File: config.mk
export PLATFORM = sky130hd
export DESIGN_NAME = change_dispenser
export DESIGN_NICKNAME = d
export VERILOG_FILES = /design/src/rtl/change_dispenser_pkg.sv /design/src/rtl/change_dispenser_coin_select.sv /design/src/rtl/change_dispenser.sv
export SDC_FILE = /design/constraint.sdc
export NUM_CORES = 1
export LEC_CHECK = 0
export ABC_AREA = 1
export CAP_MARGIN = 30
export CORE_MARGIN = 3
export CORE_UTILIZATION = 48
export DETAILED_ROUTE_END_ITERATION = 16
export PLACE_DENSITY = 0.76
export SETUP_SLACK_MARGIN = 0.4
export SLEW_MARGIN = 20
export SYNTH_ARGS = -nofsm -noshare
export SYNTH_HDL_FRONTEND = slang
export SYNTH_SLANG_ARGS = --single-unit
File: constraint.sdc
create_clock -name clk -period 1.4 [get_ports clk]
set_input_delay 0.28 -clock clk [delete_from_list [all_inputs] [get_ports clk]]
set_output_delay 0.28 -clock clk [all_outputs]
set_load 0.02 [all_outputs]
File: src/rtl/change_dispenser_pkg.sv
`default_nettype none
// ============================================================================
// Module   : change_dispenser_pkg
// Purpose  : Shared state encoding, tube indices and default coin values
// Revision : 1.0
// ============================================================================
package change_dispenser_pkg;

    typedef enum logic [2:0] {
        ST_IDLE     = 3'd0,
        ST_SELECT   = 3'd1,
        ST_FIRE     = 3'd2,
        ST_WAIT_ACK = 3'd3,
        ST_GAP      = 3'd4,
        ST_DONE     = 3'd5
    } state_t;

    localparam int unsigned c_TUBE_LO  = 0;
    localparam int unsigned c_TUBE_MID = 1;
    localparam int unsigned c_TUBE_HI  = 2;

    localparam logic [7:0] c_DEN_HI_DEFAULT  = 8'd20;
    localparam logic [7:0] c_DEN_MID_DEFAULT = 8'd10;
    localparam logic [7:0] c_DEN_LO_DEFAULT  = 8'd5;

endpackage
`default_nettype wire

File: src/rtl/change_dispenser_coin_select.sv
`default_nettype none
// ============================================================================
// Module   : change_dispenser_coin_select
// Purpose  : Greedy picker: largest affordable coin whose tube is not empty
// Revision : 1.0
// ============================================================================
module change_dispenser_coin_select
    import change_dispenser_pkg::*;
(
    input  logic [7:0] i_remaining,
    input  logic [3:0] i_cnt_hi,
    input  logic [3:0] i_cnt_mid,
    input  logic [3:0] i_cnt_lo,
    input  logic [7:0] i_den_hi,
    input  logic [7:0] i_den_mid,
    input  logic [7:0] i_den_lo,
    output logic       o_valid,
    output logic [2:0] o_onehot,
    output logic [7:0] o_den
);

    always_comb begin
        o_valid  = 1'b0;
        o_onehot = '0;
        o_den    = '0;
        if (i_remaining >= i_den_hi && i_cnt_hi != 4'd0) begin
            o_valid             = 1'b1;
            o_onehot[c_TUBE_HI] = 1'b1;
            o_den               = i_den_hi;
        end else if (i_remaining >= i_den_mid && i_cnt_mid != 4'd0) begin
            o_valid              = 1'b1;
            o_onehot[c_TUBE_MID] = 1'b1;
            o_den                = i_den_mid;
        end else if (i_remaining >= i_den_lo && i_cnt_lo != 4'd0) begin
            o_valid             = 1'b1;
            o_onehot[c_TUBE_LO] = 1'b1;
            o_den               = i_den_lo;
        end
    end

endmodule
`default_nettype wire

File: src/rtl/change_dispenser.sv
`default_nettype none
// ============================================================================
// Module   : change_dispenser
// Purpose  : Pays change greedily from three coin tubes via fire/ack handshake
// Revision : 1.0
// ============================================================================
module change_dispenser
    import change_dispenser_pkg::*;
#(
    parameter logic [7:0]  DEN_HI      = c_DEN_HI_DEFAULT,
    parameter logic [7:0]  DEN_MID     = c_DEN_MID_DEFAULT,
    parameter logic [7:0]  DEN_LO      = c_DEN_LO_DEFAULT,
    parameter logic [3:0]  TUBE_INIT   = 4'd8,
    parameter int unsigned PULSE_LEN   = 2,
    parameter int unsigned GAP_LEN     = 2,
    parameter int unsigned ACK_TIMEOUT = 15
) (
    input  logic        clk,
    input  logic        reset_n,
    input  logic        change_valid,
    input  logic [7:0]  change_in,
    input  logic        refill,
    input  logic        coin_ack,
    output logic [2:0]  coin_fire,
    output logic        busy,
    output logic        done,
    output logic        short,
    output logic        jam,
    output logic [7:0]  remaining,
    output logic [11:0] tube_cnt
);

    localparam logic [3:0] c_PULSE_LAST = 4'(PULSE_LEN - 1);
    localparam logic [3:0] c_GAP_LAST   = 4'(GAP_LEN - 1);
    localparam logic [3:0] c_ACK_LAST   = 4'(ACK_TIMEOUT - 1);

    state_t          r_state;
    logic [3:0]      r_cnt;
    logic [2:0][3:0] r_tube;
    logic [2:0]      r_sel;
    logic [7:0]      r_den;
    logic [7:0]      r_remaining;
    logic [2:0]      r_fire;
    logic            r_busy;
    logic            r_done;
    logic            r_short;
    logic            r_jam;

    logic            w_sel_valid;
    logic [2:0]      w_sel_onehot;
    logic [7:0]      w_sel_den;

    change_dispenser_coin_select u_coin_select (
        .i_remaining (r_remaining),
        .i_cnt_hi    (r_tube[c_TUBE_HI]),
        .i_cnt_mid   (r_tube[c_TUBE_MID]),
        .i_cnt_lo    (r_tube[c_TUBE_LO]),
        .i_den_hi    (DEN_HI),
        .i_den_mid   (DEN_MID),
        .i_den_lo    (DEN_LO),
        .o_valid     (w_sel_valid),
        .o_onehot    (w_sel_onehot),
        .o_den       (w_sel_den)
    );

    // r_cnt is shared: pulse length in FIRE, timeout in WAIT_ACK, spacing in GAP
    always_ff @(posedge clk) begin
        if (!reset_n) begin
            r_state     <= ST_IDLE;
            r_cnt       <= '0;
            r_tube      <= {3{TUBE_INIT}};
            r_sel       <= '0;
            r_den       <= '0;
            r_remaining <= '0;
            r_fire      <= '0;
            r_busy      <= 1'b0;
            r_done      <= 1'b0;
            r_short     <= 1'b0;
            r_jam       <= 1'b0;
        end else begin
            r_done  <= 1'b0;
            r_short <= 1'b0;
            case (r_state)
                ST_IDLE: begin
                    if (change_valid) begin
                        r_remaining <= change_in;
                        r_busy      <= 1'b1;
                        r_state     <= ST_SELECT;
                    end else if (refill) begin
                        r_tube <= {3{TUBE_INIT}};
                        r_jam  <= 1'b0;
                    end
                end
                ST_SELECT: begin
                    if (w_sel_valid && r_remaining != 8'd0) begin
                        r_sel   <= w_sel_onehot;
                        r_den   <= w_sel_den;
                        r_fire  <= w_sel_onehot;
                        r_cnt   <= '0;
                        r_state <= ST_FIRE;
                    end else begin
                        r_done  <= 1'b1;
                        r_short <= (r_remaining != 8'd0);
                        r_state <= ST_DONE;
                    end
                end
                ST_FIRE: begin
                    if (r_cnt == c_PULSE_LAST) begin
                        r_fire  <= '0;
                        r_cnt   <= '0;
                        r_state <= ST_WAIT_ACK;
                    end else begin
                        r_cnt <= r_cnt + 4'd1;
                    end
                end
                ST_WAIT_ACK: begin
                    if (coin_ack) begin
                        r_remaining <= r_remaining - r_den;
                        for (int i = 0; i < 3; i++) begin
                            if (r_sel[i]) r_tube[i] <= r_tube[i] - 4'd1;
                        end
                        r_cnt   <= '0;
                        r_state <= ST_GAP;
                    end else if (r_cnt == c_ACK_LAST) begin
                        // A silent tube is treated as empty so SELECT falls back to another coin
                        r_jam <= 1'b1;
                        for (int i = 0; i < 3; i++) begin
                            if (r_sel[i]) r_tube[i] <= '0;
                        end
                        r_state <= ST_SELECT;
                    end else begin
                        r_cnt <= r_cnt + 4'd1;
                    end
                end
                ST_GAP: begin
                    if (r_cnt == c_GAP_LAST) r_state <= ST_SELECT;
                    else                     r_cnt   <= r_cnt + 4'd1;
                end
                ST_DONE: begin
                    r_busy  <= 1'b0;
                    r_state <= ST_IDLE;
                end
                default: r_state <= ST_IDLE;
            endcase
        end
    end

    assign coin_fire = r_fire;
    assign busy      = r_busy;
    assign done      = r_done;
    assign short     = r_short;
    assign jam       = r_jam;
    assign remaining = r_remaining;
    assign tube_cnt  = r_tube;

endmodule
`default_nettype wire

-- Word-level counts from Yosys, hierarchy flattened
Index checks and enable logic that the tools add are counted.
W data, S select, Z words.
- input port bits: 13
- output and inout bits: 27
- bits in registers: 45
- logic and storage cells: 118
- reductions and logical operators: 25
- equal/unequal tests: 22
- multiplexer cells: 48
- bitwise logic cells: 2
- order comparisons: 3
- add/subtract/negate cells: 5
- operators by type and width (operator ; count):
    $mux W12 ; 4
    $mux W4 ; 11
    $mux W8 ; 4
    $mux W3 ; 9
    $ne A2 B2 Y1 const B ; 13
    $pmux W12 S2 ; 1
    $reduce_and A5 Y1 ; 4
    $pmux W4 S4 ; 1
    $pmux W8 S2 ; 1
    $reduce_bool A4 Y1 ; 4
    $pmux W3 S5 ; 1
    $mux W1 ; 12
    $sub A4 B1 Y4 const B ; 3
    $ge A8 B3 Y1 const B ; 1
    $ge A8 B4 Y1 const B ; 1
    $ge A8 B5 Y1 const B ; 1
    $reduce_and A4 Y1 ; 2
    $reduce_bool A8 Y1 ; 1
    $sub A8 B8 Y8 ; 1
    $eq A3 B2 Y1 const B ; 2
    $eq A3 B3 Y1 const B ; 2
    $ne A3 B3 Y1 const B ; 2
    $pmux W3 S2 ; 1
    $reduce_and A2 Y1 ; 3
    other kinds (12) ; 20

-- Depth between registers and ports, before layout
Gate-level depths: netlist of run 1.
- word-level depth: 8
- depth in mapped cells: 11
- depth with buffers taken out: 11

-- Modules after synthesis
A second synthesis of run 1 with hierarchy kept.
- cells, all modules: 533
- area total of the unflattened synthesis: 3449.6 um^2
- modules (own cells, without submodules) (module ; instances ; area each (um^2) ; cells an instance):
    change_dispenser ; 1 ; 2534.9 ; 363
    change_dispenser_coin_select ; 1 ; 914.6 ; 170

-- Worst setup path before layout of run 1
No wires, ideal clock.
- path kind: reg2reg
- from: reg r_remaining[0], in the netlist remaining[0]
- to: reg r_remaining[6], in the netlist remaining[6]
- stages on the path, launching flop included: 12
- data required time: 1268 ps
- path buffers: 0
- slack: -375 ps
- arrival: 1643 ps
- path through: dfxtp_1 -> inv_1 -> ha_1 -> fa_1 -> inv_1 -> nand3_1 -> nand2_1 -> nand2_1 -> nand3_1 -> nand2_1 -> o21ai_1 -> a21oi_1
- word-level cells in the longest chain between the ends: 3
- ends and longest elaborated chain (what ; line ; RTL):
    start: declaration ; change_dispenser.sv:42 ; logic [7:0] r_remaining;
    start signal: assignment ; change_dispenser.sv:86 ; r_remaining <= change_in;
    start signal: assignment ; change_dispenser.sv:118 ; r_remaining <= r_remaining - r_den;
    $sub A8 B8 Y8 ; change_dispenser.sv:118 ;
    $mux W8 ; change_dispenser.sv:117 ; if (coin_ack) begin
    $pmux W8 S2 ; change_dispenser.sv:83 ; case (r_state)
No other way between the ends. The select of a mux whose other input is x is not followed.
A chain may end at the register's enable or synchronous reset.

-- Worst setup path after layout of run 1
- from: reg r_remaining[0], in the netlist remaining[0]
- to: reg r_fire[0], in the netlist coin_fire[0]
- word-level cells in the longest chain between the ends: 8
- elaborated cells on any way between the ends: 17
- classes of those cells: order compare: 3; eq/ne: 1; mux: 7; reduce/logical: 6
- ends and longest elaborated chain (what ; line ; RTL):
    $ge A8 B3 Y1 ; change_dispenser_coin_select.sv:34 ; end else if (i_remaining >= i_den_lo && i_cnt_lo != 4'd0) begin
    $logic_and A1 B1 Y1 ; change_dispenser_coin_select.sv:34 ;
    $mux W1 ; change_dispenser_coin_select.sv:34 ;
    $mux W1 ; change_dispenser_coin_select.sv:30 ; end else if (i_remaining >= i_den_mid && i_cnt_mid != 4'd0) begin
    $mux W1 ; change_dispenser_coin_select.sv:26 ; if (i_remaining >= i_den_hi && i_cnt_hi != 4'd0) begin
    $logic_and A1 B1 Y1 ; change_dispenser.sv:95 ; if (w_sel_valid && r_remaining != 8'd0) begin
    $ne A2 B2 Y1 (no source line) ; -- ;
    $reduce_and A3 Y1 (no source line) ; -- ;
    end signal: assignment ; change_dispenser.sv:98 ; r_fire <= w_sel_onehot;
    end: declaration ; change_dispenser.sv:43 ; logic [2:0] r_fire;
Several ways; a longest one is shown, not always the timed one. The select of a mux whose other input is x is not followed.

==> results of run 1 <==
-- cells in the final DEF, fill, tap and decap left out, types with 13 or more instances in the layout --
cell type | synthesis | final
nand2_2 | 6 | 16
o21ai_1 | 3 | 15
nand2_1 | 67 | 42
a21oi_2 | 0 | 13
nand3_1 | 37 | 15
nand2_4 | 2 | 16
inv_1 | 48 | 25
nor2_1 | 35 | 24
buf_6 | 2 | 50
a21oi_1 | 27 | 14
inv_2 | 3 | 16
dfxtp_2 | 0 | 14
nand3_2 | 0 | 17
buf_4 | 0 | 56
dfxtp_4 | 0 | 21
-- logic make-up (layout without fill, tap and decap cells) --
| kind of cell | after synthesis | count (layout) | share of synthesized area [%] |
|---|---|---|---|
| flip-flops | 38 | 38 | 31.3 |
| AO/OA/AOI/OAI | 64 | 64 | 14.7 |
| adder cells (fa/ha/maj) | 15 | 15 | 8.04 |
| AND/OR/NAND/NOR | 171 | 171 | 34.0 |
| buffers and inverters | 58 | 181 | 9.69 |
| XOR/XNOR | 6 | 6 | 2.16 |
-- per-layer routing --
| metal | up-vias | track usage (%) | share of wire, % |
|---|---|---|---|
| met4 | 0 | 13.5 | 6.2 |
| met1 | 1527 | 29.0 | 36 |
| met5 | - | 0 | 0 |
| met2 | 211 | 50.7 | 51 |
| li1 | 1400 | - | - |
| met3 | 69 | 4.34 | 6.8 |
-- power by group through the flow --
stage	logic (mW)	clock network, mW	registers [mW]
floorplan	3.37	0	2.09
global placement	5.21	0	1.83
detailed placement	5.35	0	1.84
CTS	6.13	0.760	1.89
global route	8.48	0.804	1.99
finish	8.01	0.760	1.97
-- registers in the layout (all words and copies together), names as in the netlist --
| register | count |
|---|---|
| r_state | 3 |
| tube_cnt | 12 |
| r_cnt | 4 |
| r_den | 2 |
| busy | 1 |
| remaining | 8 |
| done | 1 |
| short | 1 |
| r_sel | 2 |
| jam | 1 |
| coin_fire | 3 |
-- repair_timing --
action / 4_1_cts / 5_1_grt
pin swaps: 31 / 48
buffers inserted: 14 / 21
endpoints found under the setup margin: 65 / 65
resized for setup: 227 / 78
-- metrics by stage --
step | TNS [ns] | instance area, µm² | power, mW | std cells | worst slack, ns
2_1_floorplan | -0.234 | 2760 | 5.47 | 352 | -0.157
3_3_place_gp | -5.00 | 3550 | 7.05 | 499 | -0.229
3_5_place_dp | -6.35 | 3550 | 7.19 | 499 | -0.276
4_1_cts | -1.14 | 4010 | 8.79 | 521 | -0.142
5_1_grt | -5.91 | 4440 | 11.3 | 542 | -0.324
6_report | -3.62 | 4440 | 10.7 | 542 | -0.275
-- area by class of cell --
type,instances,area share (%)
Clock buffer,6,1.64
Clock inverter,2,0.197
Inverter,51,4.94
Multi-Input combinational cell,256,45.7
Sequential cell,38,19.3
Tap cell,67,1.89
Timing Repair Buffer,122,26.4
-- Yosys cell counts (3+ instances only) --
cell type and count:
a21oi_1 27, clkbuf_1 3, dfxtp_1 38, ha_1 14
inv_1 48, inv_2 3, nand2_1 67, nand2_2 6
nand3_1 37, nand4_1 6, nor2_1 35, nor2_2 5
nor2_4 4, nor3_1 4, o21ai_0 24, o21ai_1 3
xor2_1 5
-- tightest hold or removal path: stages --
cell	delay, ns
dlymetal6s2s_1	0.15
nand2_2	0.08
a21oi_2	0.04
-- final timing paths --
| check | end | start | slack, ns | cells after the start |
|---|---|---|---|---|
| worst min-delay path | busy$_SDFFE_PN0P_ | change_valid | 0.30 | 3 |
| worst max register to register | coin_fire[0]$_SDFFE_PN0P_ | remaining[0]$_SDFFE_PN0P_ | -0.27 | 13 |
| worst min register to register | coin_fire[2]$_SDFFE_PN0P_ | coin_fire[2]$_SDFFE_PN0P_ | 0.50 | 2 |
| worst max-delay path | coin_fire[0]$_SDFFE_PN0P_ | remaining[0]$_SDFFE_PN0P_ | -0.27 | 13 |
==> reports/results.ini, run 1 <==
[run_status]
status=finished with violations
violations=setup timing

[cts]
worstSkewPairLatency_ns=0.30
cts.sink_count=38
ctsHoldBuffers=0
htree_levels=2
cts_root_buffer=clkbuf_8
path_clk_slew_ns=0.08
cts_tree=built
clock_path_buffers=2
cts_made_buffers=5

[timing]
hold-worst-slack_ns=0.298
rsz0062_at_grt=true
fmax_mhz=597
hold_violations=0
finClkSkew_ns=0.00795
slew_violations=0
worst_slew_pin_slew_ns=0.361
slew-limit-headroom_pct=75.8
setup_violations=37
period_needed_ns=1.67
setup_ws_ns=-0.275
period_share_pct=120

[power]
power.switching_mw=5.34
p_leak_nw=1.96
switching_share_pct=49.8
comb_power_share_pct=74.6
peakVddDrop_uv=1450
power_frac_seq_pct=18.3
power_density_nw_per_um2=2420
internal-power_mw=5.39
p_clk_share_pct=7.1

[logic_synthesis]
yosysWarnings=0
postSynthAreaPerCell_um2=6.90
synth-edff-count=0
synth.top_cell.area_share_pct=31.3
ys_types=32
synthTopCellsByArea=dfxtp_1, nand2_1, nand3_1
syn-num-nets=380
synth_area_leader_cell=dfxtp_1
synth_ff_type=dfxtp_1
async_flop_share_pct=0
syn_inst=352
ys_ff_latch=38
synth-seq-area-share_pct=31.3
syn_area_um2=2430

[grt]
grt_overflow=0
grt_use_total_pct=27.0
grt_pass1_wl_mm=13.0
grt_max_degree=22
grt_antenna_before_repair=0
grt_pass1_vias=2896

[die]
rows=25
fp.dieW_um=77.1
io_pins=40
die_h_um=77.1
initial_utilization_pct=50.4
die_area_um2=5950
core-area_um2=4820

[layout]
drive_gt1_share_pct=61.1
syn_to_final_growth_pct=82.8
fill_cells=183
fin_util_pct=92.1
antenna_cells=0
fin_nets=502
seqCellArea_um2=857
multi_input_area_um2=2030

[worst_setup_path]
crit_type=flip-flop to flip-flop
critPathMostFrequentCell=nor2_1
cp-start-kind=flip-flop
critPathRequiredTime_ns=1.63
crit_chain=inv_4 > buf_6 > nand2_4 > nand2_4 > buf_4 > buf_4 > nand2_1 > nor2_1 > nor2_1 > nand4_1 > nand3_2 > nand2_1 > nor2_1
crit_path_end_kind=flip-flop
critPathMaxFanout=2
cpPeakStageDelay_ns=0.36
critPathSlowestCell=dfxtp_4
critPathArrivalTime_ns=1.90
cp_num_buf_inv=4
crit_family=simple AND/OR/NAND/NOR gates

[routing]
drc=0
dr.pass1.iters=5
drtIter0Drc=334
via_per_inst=5.92
wl_per_cell_um=19.5
wirelength_mm=10.6
ant_nets=0
via_count=3207

[flow_run]
cap_viol_max_count=0

[place]
io_buffers=39
gp_congestion=0.917
hpwlAfterDp_mm=5.10

[hold_path]
hold_path.class=input port to flip-flop

No activity file was read; power rests on OpenSTA's default activity.
==> inputs of run 2 (changes only) <==
--- a/config.mk
+++ b/config.mk
@@ -5,12 +5,11 @@
 export SDC_FILE = /design/constraint.sdc
 export NUM_CORES = 1
 export LEC_CHECK = 0
-export ABC_AREA = 1
 export CAP_MARGIN = 30
 export CORE_MARGIN = 3
-export CORE_UTILIZATION = 48
+export CORE_UTILIZATION = 47
 export DETAILED_ROUTE_END_ITERATION = 16
-export PLACE_DENSITY = 0.76
+export PLACE_DENSITY = 0.75
 export SETUP_SLACK_MARGIN = 0.4
 export SLEW_MARGIN = 20
 export SYNTH_ARGS = -nofsm -noshare
==> run 2 against run 1 <==
Net effect:
- the run now fails in global routing (5_1_grt)
- area after synthesis fell by 7.0%
- synthesized cell count decreased by 18%
==> reports/results.ini, run 2 <==
[logic_synthesis]
synth.top_cell.area_share_pct=33.7  ; +2.3 points
async_flop_share_pct=0  ; unchanged
synth_area_leader_cell=dfxtp_1
ys_types=55  ; +72%
syn-num-nets=317  ; -17%
postSynthAreaPerCell_um2=7.81  ; +13%
ys_ff_latch=38  ; unchanged
synthTopCellsByArea=dfxtp_1, ha_1, a21oi_1
syn_inst=289  ; -18%
syn_area_um2=2260  ; -7.0%
synth_ff_type=dfxtp_1
synth-seq-area-share_pct=33.7  ; +2.3 points
yosysWarnings=0  ; unchanged
yosysMostFrequentCell=dfxtp_1
synthTopCellsByCount=dfxtp_1, nor2_1, a21oi_1, nand2_1, inv_1
synth-edff-count=0  ; unchanged

[place]
dp.cells=454  ; -9.0%
hpwlAfterDp_mm=5.26  ; +3.1%
io_buffers=39  ; unchanged
gp_congestion=0.912  ; -0.55%
placed_cell_area_um2=3490  ; -1.7%

[die]
rows=24  ; -4.0%
initial_utilization_pct=50.1  ; -0.25 points
io_pins=40  ; unchanged
die_h_um=75.3  ; -2.3%
fp.dieW_um=75.3  ; -2.3%

[timing]
grt_repair_worst_endpoint=tube_cnt[10]$_SDFFE_PN0P_/D
worst_endpoint_kind=sequential cell input

[cts]
cts_root_buffer=clkbuf_8
cts.sink_count=38  ; unchanged
clock_path_buffers=2  ; unchanged
htree_levels=2  ; unchanged
ctsHoldBuffers=0  ; unchanged
cts_made_buffers=5  ; unchanged

[run_status]
status=stopped before the end
stop_error=[ERROR DPL-0038] Utilization greater than 100%, impossible to legalize
stop_stage=global routing (5_1_grt)

[grt]
grt_max_degree=18

run 2: kinds of logic after synthesis:
logic type,Yosys count,synth area share (%)
AOI/OAI and AO/OA,91,25.6
xor gates and xnor gates,2,0.776
adders and majority gates,15,8.64
buffers and inverters,36,6.48
DFF,38,33.7
muxes,2,0.886
and+or+nand+nor,105,23.9
run 2: per-stage QoR:
| step | util [%] | setup WS (ns) |
|---|---|---|
| after CTS | 93.4 | -0.438 |
| after global placement | 77.6 | -0.560 |
| after detailed placement | 77.6 | -0.602 |
| after floorplan | - | -0.373 |
run 2: what timing repair did:
action	in CTS
setup buffers	25
gates resized for setup	254
pin swaps	41
endpoints found under the setup margin	65
==> inputs of run 3 (changes only) <==
--- a/config.mk
+++ b/config.mk
@@ -7,10 +7,9 @@
 export LEC_CHECK = 0
 export CAP_MARGIN = 30
 export CORE_MARGIN = 3
-export CORE_UTILIZATION = 47
+export CORE_UTILIZATION = 34
 export DETAILED_ROUTE_END_ITERATION = 16
-export PLACE_DENSITY = 0.75
-export SETUP_SLACK_MARGIN = 0.4
+export PLACE_DENSITY_LB_ADDON = 0.15
 export SLEW_MARGIN = 20
 export SYNTH_ARGS = -nofsm -noshare
 export SYNTH_HDL_FRONTEND = slang
==> constraint.sdc (replaced) <==
create_clock -name clk -period 1.82 [get_ports clk]
set_input_delay 0.364 -clock clk [delete_from_list [all_inputs] [get_ports clk]]
set_output_delay 0.364 -clock clk [all_outputs]
set_load 0.02 [all_outputs]
==> run 3 against run 2 <==
Net effect:
- the flow now finishes, with violations (setup timing)
- synthesized cell count did not move
- area after synthesis did not move
==> reports/results.ini, run 3 <==
[layout]
final_cell_mix=buf_4, clkdlybuf4s50_1, nor2_1, dfxtp_1, nand2_1
layout_commonest_cell=buf_4
syn_to_final_growth_pct=61.7
fin_nets=430
stdcell_count=480
antenna_cells=0
drive_gt1_share_pct=36.5
largest_reg_flops=12

[cts]
cts_made_buffers=5  ; unchanged
cts_tree=built
htree_levels=2  ; unchanged
cts_root_buffer=clkbuf_8
cts.sink_count=38  ; unchanged
worstSkewPairLatency_ns=0.29
path_clk_slew_ns=0.08
clock_path_buffers=2  ; unchanged

[worst_setup_path]
crit_chain=inv_2 > ha_4 > and3_4 > o211ai_1 > a21oi_2 > buf_6 > o21ai_2 > or4_1 > a21oi_1
r2r-start=r_cnt[0]$_SDFFE_PN0P_
critPathSlowestCell=or4_1
r2r_setup_slack_ns=-0.02
critPathMaxFanout=3
critPathRequiredTime_ns=2.05
crit_path_end_kind=flip-flop
cp-start-kind=flip-flop
critPathArrivalTime_ns=2.07
crit_path_start=r_cnt[0]$_SDFFE_PN0P_
crit_type=flip-flop to flip-flop
cpPeakStageDelay_ns=0.47

[timing]
period_needed_ns=1.84
setup_violations=3
slew-limit-headroom_pct=69.4
finClkSkew_ns=0.00685
period_share_pct=101
setup_ws_ns=-0.0236
rsz0062_at_grt=true
tns_ns=-0.0459
slew_violations=0
fmax_mhz=542
hold-worst-slack_ns=0.479
worst_slew_pin_slew_ns=0.457
hold_violations=0

[logic_synthesis]
synthXorXnorAreaFrac_pct=0.776  ; unchanged
yosysWarnings=0  ; unchanged
ys_types=55  ; unchanged
synth_compound_area_share_pct=25.6  ; unchanged
syn_area_um2=2260  ; unchanged
synthTopCellsByCount=dfxtp_1, nor2_1, a21oi_1, nand2_1, inv_1
synthTopCellsByArea=dfxtp_1, ha_1, a21oi_1
synth_ff_type=dfxtp_1
syn-num-nets=317  ; unchanged
synth_top_family_by_area=compound AO/OA/AOI/OAI gates
async_flop_share_pct=0  ; unchanged
synth.top_cell.area_share_pct=33.7  ; unchanged
synth_simple_gate_area_share_pct=23.9  ; unchanged
synth-seq-area-share_pct=33.7  ; unchanged
synthAdderAreaFrac_pct=8.64  ; unchanged
synth_area_leader_cell=dfxtp_1
yosysMostFrequentCell=dfxtp_1
syn_inst=289  ; unchanged
synth.mux.area_fraction_pct=0.886  ; unchanged
ys_ff_latch=38  ; unchanged
postSynthAreaPerCell_um2=7.81  ; unchanged
synth-edff-count=0  ; unchanged

[die]
initial_utilization_pct=35.4  ; -15 points
core-area_um2=6390
rows=29  ; +21%
io_pins=40  ; unchanged
die_h_um=87.5  ; +16%
fp.dieW_um=87.5  ; +16%
die_area_um2=7660

[power]
peakVddDrop_uv=730
p_leak_nw=1.50
power_density_nw_per_um2=1390
power_mw=5.08

[routing]
via_per_inst=5.18
wirelength_mm=6.78
dr.pass1.iters=4
drc=0
drtIter0Drc=88
ant_nets=0
wl_per_cell_um=14.1
via_count=2486

[grt]
grt_max_degree=18
grt_overflow=0
grt_pass1_wl_mm=11.0
grt_antenna_before_repair=0
grt_use_total_pct=17.9
grt_pass1_vias=2394

[place]
hpwlAfterDp_mm=4.90  ; -6.8%
io_buffers=39  ; unchanged
gp_congestion=0.819  ; -10%
dp.cells=454  ; unchanged
place_ws_ns=-0.306  ; +0.297 ns

[hold_path]
hold_path.class=flip-flop to flip-flop
hold_start=jam$_SDFFE_PN0P_

[flow_run]
cap_viol_max_count=0

[run_status]
status=finished with violations
violations=setup timing

## run 3: area by class of cell
| cell class | instances | area [µm²] |
|---|---|---|
| fill | 592 | 2730 |
| tap | 77 | 96.3 |
| timing repair buffer | 119 | 1020 |
| clock buffer | 7 | 86.3 |
| inverter | 23 | 88.8 |
| multi-input combinational | 215 | 1580 |
| clock inverter | 1 | 5.00 |
| sequential | 38 | 779 |
## run 3: logic make-up (layout without fill, tap and decap cells)
family          after synthesis  after routing
mux                           2              2
flops                        38             38
xor+xnor                      2              2
simple gates                105            105
buf+inv                      36            150
fa+ha+maj                    15             15
compound gates               91             91
## run 3: through the flow
| stage | utilization [%] | cell area (µm²) |
|---|---|---|
| final | 57.2 | 3650 |
| after global routing | 57.2 | 3650 |
| after CTS | 54.2 | 3460 |
| after detailed placement | 49.8 | 3180 |
| after global placement | 49.8 | 3180 |
| after floorplan | - | 2280 |
## run 3: where the power goes
group          internal (mW)  switching [mW]  leakage [nW]
clock                  0.306           0.304        0.0482
combinational           1.75            1.50          1.14
sequential              1.02           0.200         0.315
## run 3: final timing paths
kind,cells after the start,to
setup / recovery,9,tube_cnt[6]$_SDFFE_PN0P_
hold / removal,2,jam$_SDFFE_PN0P_
setup reg to reg,9,tube_cnt[6]$_SDFFE_PN0P_
hold reg to reg,2,jam$_SDFFE_PN0P_
## run 3: repair_timing
| action | CTS | global route |
|---|---|---|
| hold buffers | 0 | 0 |
| pin swaps | 20 | 15 |
| gates resized for setup | 27 | 36 |
| buffers inserted | 13 | 7 |
| gates cloned | 0 | 0 |
| endpoints found under the setup margin | 17 | 31 |
## run 3: worst max-delay path, delay by kind of cell (launching register included)
kind                     cells  cell delay [ns]
AO/OA/AOI/OAI                4             0.46
AND/OR/NAND/NOR              2             0.66
flip-flops                   1             0.34
buffers and inverters        2             0.20
adder cells (fa/ha/maj)      1             0.12
## run 3: layer usage
metal / vias to the layer above / routed length, µm / GRT usage, %
li1: 1255 / - / -
met1: 1166 / 3080 / 23.4
met2: 50 / 3320 / 30.1
met3: 15 / 232 / 3.22
met4: 0 / 144 / 4.74
met5: - / 0 / 0
==> inputs of run 4 (changes only) <==
--- a/config.mk
+++ b/config.mk
@@ -6,7 +6,7 @@
 export NUM_CORES = 1
 export LEC_CHECK = 0
 export CAP_MARGIN = 30
-export CORE_MARGIN = 3
+export CORE_MARGIN = 8
 export CORE_UTILIZATION = 34
 export DETAILED_ROUTE_END_ITERATION = 16
 export PLACE_DENSITY_LB_ADDON = 0.15
==> constraint.sdc (replaced) <==
create_clock -name clk -period 2.1 [get_ports clk]
set_input_delay 0.42 -clock clk [delete_from_list [all_inputs] [get_ports clk]]
set_output_delay 0.42 -clock clk [all_outputs]
set_load 0.02 [all_outputs]
==> run 4 against run 3 <==
Net effect:
- the run now ends clean
- critical path type unchanged
- setup slack improved by 0.092 ns
- core utilization is 7.8 points lower
- die area increased by 24%
- clock skew is 0.0028 ns higher
- cell area fell by 14%
- cell count down 8.5%
- clock power down 12%
- global-route usage shrank 4.9 points
- sequential power down 11%
- via count is 8.2% lower
- fmax decreased by 9.3%
==> reports/results.ini, run 4 (synthesized netlist as in run 3, its figures left out) <==
[timing]
fmax_mhz=492  ; -9.3%
tns_ns=0  ; +0.0459 ns
period_needed_ns=2.03  ; +0.188 ns
hold_violations=0  ; unchanged
slew_violations=0  ; unchanged
period_share_pct=96.7  ; -4.5 points
slew-limit-headroom_pct=69.8  ; +0.40 points
finClkSkew_ns=0.00969  ; +0.00283 ns
worst_slew_pin_slew_ns=0.452  ; -0.00495 ns
setup_violations=0  ; -3
hold-worst-slack_ns=0.482  ; +0.00254 ns

[place]
io_buffers=39  ; unchanged
hpwlAfterDp_mm=4.83  ; -1.4%
gp_congestion=0.781  ; -4.7%
dp.cells=429  ; -5.5%

[cts]
cts_made_buffers=5  ; unchanged
cts_root_buffer=clkbuf_8
path_clk_slew_ns=0.08  ; about the same
ctsHoldBuffers=0  ; unchanged
clock_path_buffers=2  ; unchanged
cts.sink_count=38  ; unchanged
cts_tree=built
htree_levels=2  ; unchanged
worstSkewPairLatency_ns=0.29  ; about the same

[grt]
grt_max_degree=22  ; +4
grt_pass1_vias=2160  ; -9.8%
grt_use_total_pct=12.9  ; -4.9 points
grt_overflow=0  ; unchanged
grt_pass1_wl_mm=10.4  ; -5.3%
grt_antenna_before_repair=0  ; unchanged

[power]
power_frac_seq_pct=30.5  ; +6.5 points
switching_share_pct=40.9  ; +1.4 points
p_clk_share_pct=15.2  ; +3.2 points
comb_power_share_pct=54.3  ; -9.6 points
power.switching_mw=1.45  ; -28%
power_density_nw_per_um2=1120  ; -19%
power_mw=3.54  ; -30%
internal-power_mw=2.09  ; -32%
peakVddDrop_uv=519  ; -29%
p_leak_nw=1.24  ; -18%

[worst_setup_path]
crit_path_start=r_cnt[0]$_SDFFE_PN0P_
critPathMaxFanout=5  ; +2
worstRegToRegCells=8  ; -1
critPathRequiredTime_ns=2.33  ; +0.28 ns
crit_type=flip-flop to flip-flop
rr_endpoint=tube_cnt[6]$_SDFFE_PN0P_
r2r-start=r_cnt[0]$_SDFFE_PN0P_
worstSetupEndpoint=tube_cnt[6]$_SDFFE_PN0P_
r2r_setup_slack_ns=0.07  ; +0.09 ns
critPathArrivalTime_ns=2.26  ; +0.19 ns
crit_path_end_kind=flip-flop
cp-start-kind=flip-flop

[routing]
wl_per_cell_um=14.2  ; +0.73%
wirelength_mm=6.25  ; -7.9%
via_per_inst=5.20  ; +0.37%
ant_nets=0  ; unchanged
via_count=2282  ; -8.2%
drc=0  ; unchanged
dr.pass1.iters=4  ; unchanged
drtIter0Drc=75  ; -15%

[hold_path]
hold_path.class=flip-flop to flip-flop
hold_depth=2  ; unchanged

[layout]
fin_nets=389  ; -9.5%
largest_reg_flops=12  ; unchanged
drive_gt1_share_pct=19.6  ; -17 points
stdcell_count=439  ; -8.5%
layout_commonest_cell=clkdlybuf4s50_1
final_cell_mix=clkdlybuf4s50_1, buf_4, dfxtp_1, nor2_1, nand2_1
antenna_cells=0  ; unchanged
syn_to_final_growth_pct=39.6

[die]
io_pins=40  ; unchanged
fp.dieW_um=97.5  ; +11%
die_h_um=97.5  ; +11%
initial_utilization_pct=35.4  ; unchanged
rows=29  ; unchanged
die_area_um2=9510  ; +24%
core-area_um2=6390  ; unchanged

[run_status]
status=finished clean

[flow_run]
cap_viol_max_count=0  ; unchanged

==> run 4: cell count changes in the layout (fill, tap and decap cells not counted), sizes merged <==
cell	change
dlymetal6s2s	-1
buf	-41
clkbuf	-1
clkdlybuf4s50	+1
clkinvlp	+1
==> run 4: power by group through the flow <==
| stage | registers [mW] | clock network, mW | logic (mW) |
|---|---|---|---|
| floorplan | 1.11 | 0 | 1.04 |
| global placement | 1.07 | 0 | 1.82 |
| detailed placement | 1.07 | 0 | 1.83 |
| CTS | 1.06 | 0.559 | 1.86 |
| global route | 1.11 | 0.591 | 2.12 |
| finish | 1.08 | 0.538 | 1.92 |
==> run 4: worst min path at each step <==
stage	start	endpoint	slack, ns
2_1_floorplan	r_den[2]$_SDFFE_PN0P_	r_den[2]$_SDFFE_PN0P_	0.43
3_3_place_gp	r_den[2]$_SDFFE_PN0P_	r_den[2]$_SDFFE_PN0P_	0.46
3_5_place_dp	r_den[2]$_SDFFE_PN0P_	r_den[2]$_SDFFE_PN0P_	0.47
4_1_cts	r_den[2]$_SDFFE_PN0P_	r_den[2]$_SDFFE_PN0P_	0.48
5_1_grt	r_den[2]$_SDFFE_PN0P_	r_den[2]$_SDFFE_PN0P_	0.49
6_report	coin_fire[1]$_SDFFE_PN0P_	coin_fire[1]$_SDFFE_PN0P_	0.48
==> run 4: repair_timing <==
| item | 4_1_cts | 5_1_grt |
|---|---|---|
| cloned | 0 | 0 |
| pin swaps | 0 | 6 |
| setup buffers | 0 | 2 |
| hold endpoints to repair | 0 | 0 |
| endpoints found under the setup margin | 1 | 12 |
| gates resized for setup | 1 | 19 |
==> run 4: layout make-up <==
class	instances	area (µm²)
Clock buffer	6	82.6
Fill cell	652	3230
Multi-Input combinational cell	215	1410
Timing Repair Buffer	78	696
Tap cell	77	96.3
Clock inverter	2	12.5
Sequential cell	38	769
Inverter	23	88.8
==> run 4: metal layers <==
metal | wire length [µm] | up-vias | GRT usage [%] | share of wire (%)
met5 | 0 | - | 0 | 0
met4 | 89 | 0 | 4.66 | 1.4
met3 | 285 | 9 | 3.27 | 4.6
met2 | 2870 | 39 | 21.0 | 46
met1 | 3000 | 1057 | 16.0 | 48
li1 | - | 1177 | - | -
==> run 4: critical path, cell delays in order (launching register included) <==
cell and delay [ns]:
dfxtp_4 0.37, inv_4 0.05, ha_4 0.12, and3_4 0.21, o211ai_1 0.12, a21oi_2 0.31
o21ai_2 0.13, or4_4 0.53, a21oi_2 0.14
==> run 4: metrics by stage <==
step / cell area, µm² / util [%] / setup WS, ns
2_1_floorplan: 2260 / - / 0.0889
3_3_place_gp: 2980 / 46.6 / -0.0663
3_5_place_dp: 2980 / 46.6 / -0.0936
4_1_cts: 3080 / 48.2 / 0.0211
5_1_grt: 3150 / 49.4 / -0.0164
6_report: 3150 / 49.4 / 0.0683
